$ cat src/rtl/ps2_mouse_tracker.sv
// PS/2 mouse receiver: deserialises device frames, assembles 3-byte packets and tracks a clamped cursor.
// Optional macro MOUSE_ACCEL_EN doubles any axis delta whose magnitude is 16 or more.
module ps2_mouse_tracker #(
    parameter int TIMEOUT_CYC = 65000,
    parameter int XMAX        = 1023,
    parameter int YMAX        = 767,
    parameter int X_INIT      = 512,
    parameter int Y_INIT      = 384
) (
    input  logic        clk,
    input  logic        rst,
    input  logic        ps2_clk,
    input  logic        ps2_data,
    output logic [11:0] xpos,
    output logic [11:0] ypos,
    output logic        btn_left,
    output logic        btn_right,
    output logic        pkt_valid,
    output logic        frame_err
);
    localparam int TW = $clog2(TIMEOUT_CYC + 1);
    localparam logic [11:0] XMAX_L = 12'(XMAX);
    localparam logic [11:0] YMAX_L = 12'(YMAX);

    typedef enum logic [1:0] {IDLE, DATA, PARITY, STOP} state_t;

    state_t          state;
    logic            clk_s1, clk_s2, clk_d;
    logic            data_s1, data_s2;
    logic            fall;
    logic [2:0]      bit_cnt;
    logic [7:0]      shreg;
    logic            par_bit;
    logic [1:0]      byte_idx;
    logic [5:0]      hdr;      // {Yovf, Xovf, Ysign, Xsign, R, L} from byte 0
    logic [7:0]      b1;
    logic [TW-1:0]   to_cnt;
    logic signed [13:0] dx, dy, nx, ny;

    function automatic logic signed [13:0] delta(input logic sgn, input logic [7:0] low,
                                                 input logic ovf);
        logic signed [13:0] d;
        d = ovf ? 14'sd0 : $signed({{6{sgn}}, low});
`ifdef MOUSE_ACCEL_EN
        if (d >= 14'sd16 || d <= -14'sd16) d = d <<< 1;
`endif
        return d;
    endfunction

    function automatic logic [11:0] clamp(input logic signed [13:0] v, input logic [11:0] maxv);
        if (v < 14'sd0) return '0;
        else if (v > $signed({2'b00, maxv})) return maxv;
        else return v[11:0];
    endfunction

    always_ff @(posedge clk) begin
        if (rst) begin
            clk_s1  <= 1'b1;
            clk_s2  <= 1'b1;
            clk_d   <= 1'b1;
            data_s1 <= 1'b1;
            data_s2 <= 1'b1;
        end else begin
            clk_s1  <= ps2_clk;
            clk_s2  <= clk_s1;
            clk_d   <= clk_s2;
            data_s1 <= ps2_data;
            data_s2 <= data_s1;
        end
    end

    assign fall = clk_d & ~clk_s2;

    // shreg holds byte 2 at the moment its stop bit is accepted.
    always_comb begin
        dx = delta(hdr[2], b1, hdr[4]);
        dy = delta(hdr[3], shreg, hdr[5]);
        nx = $signed({2'b00, xpos}) + dx;
        ny = $signed({2'b00, ypos}) - dy;
    end

    always_ff @(posedge clk) begin
        if (rst) begin
            state     <= IDLE;
            bit_cnt   <= '0;
            shreg     <= '0;
            par_bit   <= 1'b0;
            byte_idx  <= '0;
            hdr       <= '0;
            b1        <= '0;
            to_cnt    <= '0;
            xpos      <= 12'(X_INIT);
            ypos      <= 12'(Y_INIT);
            btn_left  <= 1'b0;
            btn_right <= 1'b0;
            pkt_valid <= 1'b0;
            frame_err <= 1'b0;
        end else begin
            pkt_valid <= 1'b0;
            frame_err <= 1'b0;
            if (fall) begin
                to_cnt <= '0;
                case (state)
                    IDLE: begin
                        if (!data_s2) begin
                            state   <= DATA;
                            bit_cnt <= '0;
                        end
                    end
                    DATA: begin
                        shreg   <= {data_s2, shreg[7:1]};
                        bit_cnt <= bit_cnt + 3'd1;
                        if (bit_cnt == 3'd7) state <= PARITY;
                    end
                    PARITY: begin
                        par_bit <= data_s2;
                        state   <= STOP;
                    end
                    default: begin
                        state <= IDLE;
                        if (data_s2 && (^{shreg, par_bit})) begin
                            case (byte_idx)
                                2'd0: begin
                                    if (shreg[3]) begin
                                        hdr      <= {shreg[7:4], shreg[1:0]};
                                        byte_idx <= 2'd1;
                                    end
                                end
                                2'd1: begin
                                    b1       <= shreg;
                                    byte_idx <= 2'd2;
                                end
                                default: begin
                                    byte_idx  <= 2'd0;
                                    xpos      <= clamp(nx, XMAX_L);
                                    ypos      <= clamp(ny, YMAX_L);
                                    btn_left  <= hdr[0];
                                    btn_right <= hdr[1];
                                    pkt_valid <= 1'b1;
                                end
                            endcase
                        end else begin
                            frame_err <= 1'b1;
                            byte_idx  <= 2'd0;
                        end
                    end
                endcase
            end else if (state != IDLE || byte_idx != 2'd0) begin
                if (to_cnt == TW'(TIMEOUT_CYC - 1)) begin
                    frame_err <= 1'b1;
                    state     <= IDLE;
                    byte_idx  <= 2'd0;
                    to_cnt    <= '0;
                end else begin
                    to_cnt <= to_cnt + TW'(1);
                end
            end else begin
                to_cnt <= '0;
            end
        end
    end
endmodule

$ cat config.mk
export PLATFORM = sky130hd
export DESIGN_NAME = ps2_mouse_tracker
export DESIGN_NICKNAME = d
export VERILOG_FILES = /design/src/rtl/ps2_mouse_tracker.sv
export SDC_FILE = /design/constraint.sdc
export NUM_CORES = 1
export LEC_CHECK = 0
export BUFFER_PORTS_ARGS = -buffer_cell sky130_fd_sc_hd__buf_2
export CAP_MARGIN = 30
export CORE_ASPECT_RATIO = 1.4
export CORE_MARGIN = 3
export CORE_UTILIZATION = 50
export CTS_CLUSTER_DIAMETER = 80
export DETAILED_ROUTE_END_ITERATION = 10
export PLACE_DENSITY = 0.68
export SLEW_MARGIN = 20
export SYNTH_ARGS = -nofsm -noshare
export SYNTH_HDL_FRONTEND = slang
export SYNTH_SLANG_ARGS = --single-unit
$ cat constraint.sdc
create_clock -name clk -period 6.3 [get_ports clk]
set_input_delay 0.315 -clock clk [delete_from_list [all_inputs] [get_ports clk]]
set_output_delay 0.315 -clock clk [all_outputs]
set_load 0.02 [all_outputs]
Word level (Yosys, flattened, before mapping)
Cells that the tools add are included.
{"block": "totals", "output_inout_bits": 28, "ff_bits": 79, "in_bits": 4, "elab_cells": 91}
{"block": "classes", "add_sub_neg": 4, "n_bitwise": 7, "n_eq_ne": 10, "n_mux": 25, "n_reduce_logical": 22, "magnitude_cmp": 4}
{"cell": "$mux 12", "n": 4}
{"cell": "$gt 14x11->1 const B", "n": 2}
{"cell": "$lt 14x1->1 const B", "n": 2}
{"cell": "$mux 14", "n": 2}
{"cell": "$mux 2", "n": 9}
{"cell": "$add 16x1->16 const B", "n": 1}
{"cell": "$eq 16x16->1 const B", "n": 1}
{"cell": "$reduce_and 4->1", "n": 4}
{"cell": "$add 13x14->14", "n": 1}
{"cell": "$sub 13x14->14", "n": 1}
{"cell": "$reduce_bool 2->1", "n": 5}
{"cell": "$reduce_xor 9->1", "n": 1}
{"cell": "$mux 1", "n": 6}
{"cell": "$ne 3x3->1 const B", "n": 2}
{"cell": "$not 1->1", "n": 6}
{"cell": "$pmux 2 s3", "n": 1}
{"cell": "$pmux 3 s2", "n": 1}
{"cell": "$reduce_or 6->1", "n": 1}
{"cell": "$reduce_and 5->1", "n": 1}
{"cell": "$eq 2x1->1 const B", "n": 2}
{"cell": "$logic_not 2->1", "n": 2}
{"cell": "$ne 2x2->1 const B", "n": 2}
{"cell": "$ne 4x4->1 const B", "n": 1}
{"cell": "$pmux 2 s2", "n": 1}
{"cell": "12 further kinds", "n": 13}

Depth between registers and ports, before layout
{"block": "depth", "ltp_word": 5, "ltp_mapped": 13, "depth_no_buf": 10}

Worst setup path before layout
Ideal clock, no wire load.
{"block": "synth_path", "kind": "reg2reg", "start": "reg hdr[5]", "end": "reg ypos[5]", "required_ns": 6.178, "t_arrival_ns": 2.860, "period_less_slack_ns": 2.982, "setup_slack_ns": 3.318, "path_buffers": 1, "setup_time_ns": 0.122, "path_stages_with_launch": 12, "path_cell_list": "dfxtp_1 > buf_2 > nor2b_2 > inv_1 > ha_1 > a21oi_1 > o221ai_1 > a222oi_1 > nand2_1 > or4_4 > o31a_4 > a221o_1"}
{"block": "synth_via", "elab_chain_cells": 5, "word_cells_on_any_way": 6, "classes_between": "add/sub: 1; order compare: 2; mux: 3"}
{"element": "from (decl)", "line_no": "35", "rtl": "logic [5:0] hdr;"}
{"element": "from (signal assigned)", "line_no": "125", "rtl": "hdr <= {shreg[7:4], shreg[1:0]};"}
{"element": "$mux 14 (*)", "line_no": "43", "rtl": "d = ovf ? 14'sd0 : $signed({{6{sgn}}, low});"}
{"element": "$sub 13x14->14 (*)", "line_no": "79", "rtl": "ny = $signed({2'b00, ypos}) - dy;"}
{"element": "$gt 14x11->1", "line_no": "52", "rtl": "else if (v > $signed({2'b00, maxv})) return maxv;"}
{"element": "$mux 12", "line_no": "52"}
{"element": "$mux 12 (*)", "line_no": "51", "rtl": "if (v < 14'sd0) return '0;"}
{"element": "to (signal assigned)", "line_no": "93", "rtl": "ypos <= 12'(Y_INIT);"}
{"element": "to (signal assigned)", "line_no": "136", "rtl": "ypos <= clamp(ny, YMAX_L);"}
{"element": "to (decl)", "line_no": "15", "rtl": "output logic [11:0] ypos,"}
Mark *: on every way between the ends. The rest lies on a longest branch, timed or not.
A chain may end at the register's enable or synchronous reset.

Worst setup path after layout
{"block": "layout_path", "start": "reg hdr[5]", "end": "reg ypos[1]"}
The elaborated chain is that of the path after synthesis.

==> impl_metrics.ini <==
[clock_tree]
clockBufferDepth = 2
cts_sinks = 79
post_cts_buffers = 0
cts_buffers = 9
cts_resized = 0
h-tree-depth = 3
cts_hold_buf = 0
cts_tree = yes
clock-root-buffer = clkbuf_16
clkSlewWorstSetupHoldPaths_ps = 60
worstSkewPairLatency_ps = 340

[pwr]
ir_drop_v = 0.000194
power.share.combinational = 0.011
power_w = 0.00108
pwr-share-seq = 0.465
power.share.clock = 0.524
p_per_area_nw_per_um2 = 212
sw_frac_of_total = 0.209
p_int_w = 0.000853
power_switching_w = 0.000226
p_leak_nw = 2.25

[global_routing]
grt_pass1_vias = 3705
track_usage = 0.200
grt_overflow = 0
antenna_found_initial = 0
grt_pass1_wl_microns = 16900
grt_max_degree = 46

[synthesis]
muxShareOfSynthArea = 0.0378
synthFlopType = dfxtp_1
netlist_top_cells_area = dfxtp_1 (35%), ha_1 (8.5%), nor2_1 (4.9%)
synth_commonest_cells = dfxtp_1 (79), nor2_1 (59), a21oi_1 (32), nand2_1 (32), ha_1 (31)
synth_edf_count = 0
synthCells = 521
synth_top_area_cell = dfxtp_1
synth_most_common_cell = dfxtp_1
synthAdderAreaFrac = 0.0938
avgSynthCellArea_sq_um = 8.76
seq_area_frac_synth = 0.346
synth_top_family_by_area = simple AND/OR/NAND/NOR gates
netlist.area_leader.share = 0.346
synth.distinct_cells = 70
synth_xor_area_frac = 0.0721
synthSimpleGateAreaFrac = 0.234
syn_nets = 558
synth_compound_area_frac = 0.181
syn_area_sq_um = 4560
async_reset_ff_frac = 0
ys_seq_elements = 79
yosysWarnings = 0

[timing]
maxSlewHeadroom = 0.409
final.setup_skew_ps = 7.78
post-route-worst-setup-slack_ps = 2990
min_period_ps = 3310
setup_viol = 0
finalMaxSlewViolations = 0
worst_slew_pin_slew_ps = 885
max_freq_mhz = 302
tns_ps = 0
rsz0062_at_grt = no
hold_viol_final = 0
period_share = 0.525

[route]
viasPerCell = 5.81
drt_iter0_markers = 170
drc = 0
drt_wl_total_microns = 9710
via_count = 3798
avgRoutedWirePerCell_microns = 14.8
ant_nets = 0
first_pass_iters = 4

[final_layout]
register_area_sq_um = 1580
multi_input_area_sq_um = 2820
nNetsFinal = 581
fin_util = 0.581
drive_above_1_share = 0.131
diodes = 0
fin_area_sq_um = 5090
fillers = 796
syn2layout_area_growth_pct = 11.5

[placement]
place_area_sq_um = 4760
hpwlAfterDp_microns = 7040
gp_congestion = 0.887
port-buffer-count = 31
dp_slack_ps = 3050

[min_path]
whs_path_depth = 2
hold_path_startpoint = ps2_clk
min_delay_worst_endpoint = clk_s1
worstHoldPathType = input pin to flip-flop

[die]
pin_count = 32
die_x_microns = 86.8
coreArea_sq_um = 8760
start_util = 0.521
rows = 40
die_h_microns = 119
die-area_sq_um = 10300

[setup_path]
cp_num_buf_inv = 1
max_stage_delay_ps = 440
required_ps = 6520
crit_slowest_cell = or4_4
reg2reg_depth = 10
cp_cell_sequence = nor2b_2 -> inv_1 -> ha_1 -> a21oi_1 -> o221ai_1 -> a222oi_1 -> nand2_1 -> or4_4 -> o31a_4 -> a221o_1
critPathKind = flip-flop to flip-flop
cp-start-kind = flip-flop
cp-end-kind = flip-flop
r2r-start = hdr[5]
r2r-end = ypos[1]
crit_fanout = 10
arrival_ps = 3530
rrSetupSlack_ps = 2990
critical-path-top-delay-family = compound AO/OA/AOI/OAI gates

[outcome]
status = finished clean

[flow_run]
maxCapViolCount = 0
==> layout by cell type (no fill, tap or decap), types with 5 or more instances in the layout <==
cell type	n
a221o_1	8
and3_1	5
nand2b_1	12
clkbuf_16	9
ha_1	31
nand2_1	32
and2_1	7
inv_1	18
nor2_1	59
xnor2_1	21
or2_2	9
dfxtp_1	79
a21oi_1	32
nand3_1	22
nor4_1	5
nor3_1	9
nor2b_1	15
mux2i_1	15
buf_2	31
o21ai_0	9
xor2_1	14
or3_1	14
a21o_1	5
a22o_1	9
==> area by class of cell <==
type                       count  area share
clock inverter                 6      0.0182
clock buffer                  10      0.0450
timing repair buffer          32      0.0320
sequential                    79       0.311
tap                          105      0.0258
inverter                      19      0.0140
multi-input combinational    403       0.554
==> cells by family (layout without fill, tap and decap cells) <==
| kind of cell | after synthesis | after routing |
|---|---|---|
| and+or+nand+nor | 208 | 208 |
| adders and majority gates | 33 | 33 |
| muxes | 17 | 17 |
| AOI/OAI and AO/OA | 109 | 109 |
| buffers and inverters | 39 | 67 |
| xor gates and xnor gates | 36 | 36 |
| DFF | 79 | 79 |
==> metrics by stage <==
step           cells  hold slack (ps)
6_report         654              158
5_1_grt          654              164
4_1_cts          653              149
3_5_place_dp     637              403
3_3_place_gp     637              393
2_1_floorplan    521              389
==> state kept, by name, indices dropped and copies added (netlist names), 2 cells and up <==
signal and flops:
xpos 12, ypos 12, byte_idx 2, state 2
hdr 6, to_cnt 16, bit_cnt 3, shreg 8
b1 8
==> worst max-delay path by stage <==
stage,start,to,slack [ps],cells past startpoint
2_1_floorplan,hdr[5],ypos[5],3320,11
3_3_place_gp,hdr[5],ypos[7],3140,10
3_5_place_dp,hdr[5],ypos[1],3050,10
4_1_cts,hdr[5],ypos[1],3030,10
5_1_grt,hdr[5],ypos[7],2780,10
6_report,hdr[5],ypos[1],2990,10
==> worst reg2reg max path: cells and delay by family (launching register included) <==
kind            cells  cell delay, ps
buf+inv             1             220
simple gates        3             800
compound gates      5            1390
fa+ha+maj           1             410
flops               1             370
==> power by group through the flow <==
stage | logic (W) | registers [W] | clock network, W
2_1_floorplan | 0.00000881 | 0.000512 | 0
3_3_place_gp | 0.0000113 | 0.000513 | 0
3_5_place_dp | 0.0000116 | 0.000513 | 0
4_1_cts | 0.0000115 | 0.000501 | 0.000581
5_1_grt | 0.0000132 | 0.000501 | 0.000600
6_report | 0.0000119 | 0.000501 | 0.000566
==> routing by layer <==
layer	global-route usage	wire length (microns)	vias to the layer above
li1	-	-	1923
met1	0.254	4350	1768
met2	0.324	4690	82
met3	0.0242	321	25
met4	0.111	339	0
met5	0	0	-
Power figures use the tool's default switching activity.
